## src/rtl/eng_uc_port_pkg.sv

```systemverilog
// Shared types and defaults for the engine-side unit-clause port.
// A literal is {sign, variable index} and orders as an unsigned number.
package eng_uc_port_pkg;

   localparam int LIT_IDX_MAX   = 127;
   localparam int LIT_IDX_W     = $clog2(LIT_IDX_MAX + 1);
   localparam int LIT_W         = LIT_IDX_W + 1;
   localparam int NUM_ENGINE    = 4;
   localparam int UCP_OUT_DEPTH = 8;
   localparam int UCP_IN_DEPTH  = 8;

   typedef struct packed {
      logic                 sign;
      logic [LIT_IDX_W-1:0] idx;
   } lit_t;

   // Unsigned ordering over the whole {sign, index} word.
   function automatic logic lit_lt(input lit_t a, input lit_t b);
      return {a.sign, a.idx} < {b.sign, b.idx};
   endfunction

endpackage

```

## src/rtl/eng_uc_port_bcast_fifo.sv

```systemverilog
// Broadcast FIFO: show-ahead circular buffer with wrap-bit pointers and a
// sticky overflow flag for broadcasts that found no room.
module uc_bcast_fifo
   import eng_uc_port_pkg::*;
#(
   parameter int IN_DEPTH = UCP_IN_DEPTH
) (
   input  logic clk,
   input  logic rst,
   input  logic flush,
   input  logic push,
   input  lit_t din,
   input  logic pop,
   output logic full,
   output logic valid,
   output lit_t dout,
   output logic ovf
);

   localparam int AW = $clog2(IN_DEPTH);

   logic [AW:0] wr_ptr_reg, wr_ptr_next;
   logic [AW:0] rd_ptr_reg, rd_ptr_next;
   logic        ovf_reg, ovf_next;
   lit_t        mem [IN_DEPTH];

   logic empty;
   logic pop_ok;
   logic push_ok;

   assign empty   = (wr_ptr_reg == rd_ptr_reg);
   assign full    = (wr_ptr_reg[AW] != rd_ptr_reg[AW]) &&
                    (wr_ptr_reg[AW-1:0] == rd_ptr_reg[AW-1:0]);
   assign pop_ok  = pop && !empty;
   // A pop in the same cycle frees the slot the push needs.
   assign push_ok = push && (!full || pop_ok);

   always_comb begin
      wr_ptr_next = wr_ptr_reg;
      rd_ptr_next = rd_ptr_reg;
      ovf_next    = ovf_reg;
      if (flush) begin
         wr_ptr_next = '0;
         rd_ptr_next = '0;
      end else begin
         if (push_ok)
            wr_ptr_next = wr_ptr_reg + (AW+1)'(1);
         if (pop_ok)
            rd_ptr_next = rd_ptr_reg + (AW+1)'(1);
         if (push && !push_ok)
            ovf_next = 1'b1;
      end
   end

   always_ff @(posedge clk) begin
      if (rst) begin
         wr_ptr_reg <= '0;
         rd_ptr_reg <= '0;
         ovf_reg    <= 1'b0;
      end else begin
         wr_ptr_reg <= wr_ptr_next;
         rd_ptr_reg <= rd_ptr_next;
         ovf_reg    <= ovf_next;
      end
   end

   always_ff @(posedge clk) begin
      if (!rst && !flush && push_ok)
         mem[wr_ptr_reg[AW-1:0]] <= din;
   end

   assign valid = !empty;
   assign dout  = empty ? '0 : mem[rd_ptr_reg[AW-1:0]];
   assign ovf   = ovf_reg;

endmodule

```

## src/rtl/eng_uc_port.sv

```systemverilog
// Engine-side unit-clause port: implied-literal buffer with min search plus
// the broadcast FIFO. Define UCP_DEDUP_EN to absorb duplicate implied pushes.
module eng_uc_port
   import eng_uc_port_pkg::*;
#(
   parameter int OUT_DEPTH = UCP_OUT_DEPTH,
   parameter int IN_DEPTH  = UCP_IN_DEPTH
) (
   input  logic clk,
   input  logic rst,
   input  logic eng_push,
   input  lit_t eng_lit,
   output logic eng_ready,
   output lit_t eng2uca_min,
   output logic eng2uca_valid,
   output logic eng2uca_empty,
   input  logic uca2eng_pop,
   input  logic uca2eng_push,
   input  lit_t uca2eng_lit,
   output logic eng2uca_full,
   output logic eng_in_valid,
   output lit_t eng_in_lit,
   input  logic eng_in_pop,
   input  logic eng_flush,
   output logic in_ovf
);

   localparam int OW = $clog2(OUT_DEPTH);

   logic [OUT_DEPTH-1:0] valid_reg, valid_next;
   lit_t                 lit_reg [OUT_DEPTH];

   logic [OUT_DEPTH-1:0] set_slot, clr_slot;
   logic [OW-1:0]        min_idx, free_idx;
   lit_t                 min_lit;
   logic                 buf_full, buf_empty;
   logic                 dup_absorb;
   logic                 push_do, pop_do;

   assign buf_full  = &valid_reg;
   assign buf_empty = ~|valid_reg;

   // Strict less-than keeps the earliest slot on ties.
   always_comb begin
      logic any;
      any     = 1'b0;
      min_lit = '0;
      min_idx = '0;
      for (int i = 0; i < OUT_DEPTH; i++) begin
         if (valid_reg[i] && (!any || lit_lt(lit_reg[i], min_lit))) begin
            any     = 1'b1;
            min_lit = lit_reg[i];
            min_idx = OW'(i);
         end
      end
   end

   always_comb begin
      free_idx = '0;
      for (int i = OUT_DEPTH - 1; i >= 0; i--) begin
         if (!valid_reg[i])
            free_idx = OW'(i);
      end
   end

`ifdef UCP_DEDUP_EN
   logic [OUT_DEPTH-1:0] dup_hit;
   for (genvar gi = 0; gi < OUT_DEPTH; gi++) begin : g_dup
      assign dup_hit[gi] = valid_reg[gi] && (lit_reg[gi] == eng_lit);
   end
   assign dup_absorb = |dup_hit;
`else
   assign dup_absorb = 1'b0;
`endif

   assign push_do = eng_push && !buf_full && !dup_absorb;
   assign pop_do  = uca2eng_pop && !buf_empty;

   // The push target is free and the pop target is valid, so they never collide.
   for (genvar gi = 0; gi < OUT_DEPTH; gi++) begin : g_slot
      assign set_slot[gi]   = push_do && (free_idx == OW'(gi));
      assign clr_slot[gi]   = pop_do && (min_idx == OW'(gi));
      assign valid_next[gi] = eng_flush    ? 1'b0 :
                              set_slot[gi] ? 1'b1 :
                              clr_slot[gi] ? 1'b0 : valid_reg[gi];

      always_ff @(posedge clk) begin
         if (!rst && !eng_flush && set_slot[gi])
            lit_reg[gi] <= eng_lit;
      end
   end

   always_ff @(posedge clk) begin
      if (rst)
         valid_reg <= '0;
      else
         valid_reg <= valid_next;
   end

   assign eng_ready     = !buf_full;
   assign eng2uca_min   = min_lit;
   assign eng2uca_valid = !buf_empty;
   assign eng2uca_empty = buf_empty;

   uc_bcast_fifo #(
      .IN_DEPTH (IN_DEPTH)
   ) u_bcast_fifo (
      .clk   (clk),
      .rst   (rst),
      .flush (eng_flush),
      .push  (uca2eng_push),
      .din   (uca2eng_lit),
      .pop   (eng_in_pop),
      .full  (eng2uca_full),
      .valid (eng_in_valid),
      .dout  (eng_in_lit),
      .ovf   (in_ovf)
   );

endmodule

```

## config.mk

```make
export PLATFORM = sky130hd
export DESIGN_NAME = eng_uc_port
export DESIGN_NICKNAME = d
export VERILOG_FILES = /design/src/rtl/eng_uc_port_pkg.sv /design/src/rtl/eng_uc_port_bcast_fifo.sv /design/src/rtl/eng_uc_port.sv
export SDC_FILE = /design/constraint.sdc
export NUM_CORES = 1
export LEC_CHECK = 0
export ABC_AREA = 1
export ABC_CLOCK_PERIOD_IN_PS = 10300
export BUFFER_PORTS_ARGS = -buffer_cell sky130_fd_sc_hd__buf_2
export CAP_MARGIN = 40
export CORE_MARGIN = 2
export CORE_UTILIZATION = 50
export CTS_CLUSTER_SIZE = 10
export DETAILED_ROUTE_END_ITERATION = 8
export PLACE_DENSITY = 0.75
export SYNTH_ARGS = -nofsm -noshare
export SYNTH_HDL_FRONTEND = slang
export SYNTH_HIERARCHICAL = 1
export SYNTH_SLANG_ARGS = --single-unit
```

## constraint.sdc

```tcl
create_clock -name clk -period 10.3 [get_ports clk]
set_input_delay 1.545 -clock clk [delete_from_list [all_inputs] [get_ports clk]]
set_output_delay 1.545 -clock clk [all_outputs]
set_load 0.01 [all_outputs]
```

==> impl_metrics.csv <==
group,metric,value,unit
worst_setup_path,crit_path_top_delay_cell,"edfxtp_1",
grt,grt_max_degree,34,
drt,wl_per_cell,16.7,um
clocking,cts_tree,"yes",
worst_setup_path,critPathLaunch,"lit_reg[0][11]",
clocking,cts-htree-levels,4,
power,pwr-share-comb,8.3,%
place,port_buffers,44,
worst_setup_path,r2r-end,"valid_reg[5]",
die,io_pins,45,
finish,n_fill_cell,1083,
power,p_leak,3.99,nW
worst_setup_path,max_stage_delay,470,ps
synth,synth_edf_count,128,
drt,drt_first_iter_violations,349,
clocking,cts.path.max_buffers,2,
power,p_switching,0.333,mW
synth,syn_nets,862,
grt,grt_first_pass_wirelength,27600,um
clocking,cts_buffers,17,
timing,hold_ws,460,ps
power,ir_drop,0.000175,V
timing,drv_slew,0,
power,p_total,1.40,mW
grt,gr-total-overflow,0,
worst_setup_path,worstPathArrival,9140,ps
clocking,clock_latency,430,ps
synth,yosysTopAreaCell,"edfxtp_1",
synth,netlist_area,0.00759,mm^2
synth,yosys-top-cells-area,"edfxtp_1 (51%), nand2_1 (8.7%), ha_1 (8.4%)",
timing,finClkSkew,8.99,ps
timing,finalCritPeriodShare,104,%
finish,multi_input_area,0.00348,mm^2
grt,antenna_found_initial,0,
synth,yosysUniqueCellTypes,36,
worst_setup_path,worstPathMaxFanout,8,
die,fp.dieW,127,um
timing,setup-tns-final,-2780,ps
synth,synthCells,788,
finish,syn_to_final_growth,27.2,%
power,seqPwrFrac,46.9,%
timing,maxSlewHeadroom,39.7,%
finish,num-nets-final,982,
timing,fmax,93.5,MHz
worst_setup_path,critPathCaptureType,"output pin",
finish,antenna_cells,0,
timing,min_period,10690,ps
worst_setup_path,critPathKind,"reg2out",
timing,worst_pin_slew,901,ps
place,gp_congestion,0.856,
synth,avgSynthCellArea,9.63,um^2
worst_setup_path,worstSetupStartpointType,"flip-flop",
synth,synth.most_common_cell,"nand2_1",
finish,fin_util,64.2,%
drt,routed_wl,18500,um
grt,grt_pass1_vias,5661,
die,dieHeight,127,um
drt,via_per_inst,5.49,
worst_setup_path,rr_worst_depth,65,
clocking,clock_sinks,148,
power,power.density,145,mW/mm^2
grt,track_usage,21.9,%
clocking,clk_pin_slew,60,ps
timing,setup_viol,8,
worst_setup_path,r2r_slack,1290,ps
worst_setup_path,required,8760,ps
timing,rsz0062_at_grt,"yes",
drt,drtAntennaViolNets,0,
outcome,violations,"setup timing",
worst_setup_path,reg2reg_from,"lit_reg[0][11]",
place,dp_hpwl,11700,um
synth,synth_common_cells,"nand2_1 (175), edfxtp_1 (128), nor2_1 (118), o21ai_0 (77), inv_1 (61)",
die,start_util,50.5,%
finish,drive_gt1_share,29.8,%
die,core_area,0.0150,mm^2
synth,yosysTopAreaCellShare,50.7,%
hold_path,min_from,"u_bcast_fifo/ovf",
hold_path,worstHoldPathType,"reg2reg",
synth,async_reset_ff_share,0,%
power,p_int,1.07,mW
flow_run,maxCapViolCount,0,
clocking,ctsHoldBuffers,0,
synth,synth_flop_cell,"edfxtp_1",
synth,synth-seq-cells,148,
drt,dr.pass1.iters,7,
power,sw_frac_of_total,23.8,%
clocking,clockRootBuffer,"clkbuf_16",
hold_path,worstHoldEndpoint,"u_bcast_fifo/ovf",
die,floorplan.die_area,0.0162,mm^2
drt,drc,0,
worst_setup_path,path_common_cell,"nand2_1",
synth,synth_seq_area_share,55.9,%
die,num_rows,45,
finish,regArea,0.00425,mm^2
drt,via_count,6084,
hold_path,holdPathStages,2,
place,dp_worst_setup_slack,-819,ps
timing,fin_ws,-390,ps
timing,hold_violations,0,
synth,yosys_warnings,6,
outcome,status,"finished, violations left",
power,clkPwrFrac,44.8,%
## through the flow
step           cell area [um^2]  cells
6_report                   9650   1109
5_1_grt                    9650   1109
4_1_cts                    9170   1094
3_5_place_dp               8370   1052
3_3_place_gp               8310   1045
2_1_floorplan              7590    788
## logic make-up (layout without fill, tap and decap cells)
group,count (synthesis),after routing,share of synthesized area (%)
xor+xnor,6,6,0.891
flops,148,148,55.9
buf+inv,89,216,4.90
compound gates,143,143,10.3
fa+ha+maj,51,51,8.41
simple gates,351,357,19.6
## layout make-up
type                            count  share of cell area [%]
Multi-Input combinational cell    557                    36.1
Tap cell                          188                    2.44
Clock buffer                       18                    4.45
Inverter                           68                    2.70
Timing Repair Buffer              115                    8.43
Sequential cell                   148                    44.0
Timing Repair inverter              1                  0.0778
Clock inverter                     14                    1.75
## power by group through the flow
stage | sequential, mW | combinational [mW] | clock, mW
after floorplan | 0.669 | 0.0547 | 0
after global placement | 0.669 | 0.0910 | 0
after detailed placement | 0.669 | 0.0930 | 0
after CTS | 0.656 | 0.0995 | 0.629
after global routing | 0.658 | 0.127 | 0.655
final | 0.657 | 0.116 | 0.627
## layout by cell type (no fill, tap or decap), types with 8 or more instances in the layout
cell type  count
nand2_1      145
edfxtp_1     128
nor2_1       115
buf_4         63
inv_1         61
buf_2         44
ha_1          41
o21ai_0       38
nand2_2       37
o21ai_1       30
nand3_1       27
o21ai_2       25
dfxtp_1       19
nand2_4       18
a21oi_1       18
clkbuf_16     17
ha_4          10
a21oi_2        8
o32ai_1        8
## timing repair
action	in CTS	in global routing
cloned	6	1
endpoints found under the hold margin	0	0
setup buffers	4	13
gates resized for setup	67	85
pin swaps	4	26
endpoints found under the setup margin	8	8
## how the worst max path moves through the flow
stage | cells after the start | endpoint | slack (ps)
floorplan | 72 | eng2uca_min[4] | 30
finish | 63 | eng2uca_min[6] | -390
global route | 75 | eng2uca_min[6] | -1030
CTS | 74 | eng2uca_min[0] | 3
global placement | 59 | eng2uca_min[4] | -510
detailed placement | 59 | eng2uca_min[2] | -820
## per-layer routing
layer  routed length [um]  up-vias  part of all wire, %  GRT usage [%]
met5                    0        -                    0              0
met4                  683        0                  3.7           10.3
met3                  866       58                  4.7           4.40
met2                 9390      187                   51           37.7
met1                 7590     2887                   41           26.7
li1                     -     2952                    -              -
## critical path: cells and delay by family (launching register included)
family,cells,cell delay [ps]
compound gates,17,2580
simple gates,36,3270
buf+inv,3,390
flops,1,470
fa+ha+maj,7,1990
Power figures use the tool's default switching activity.
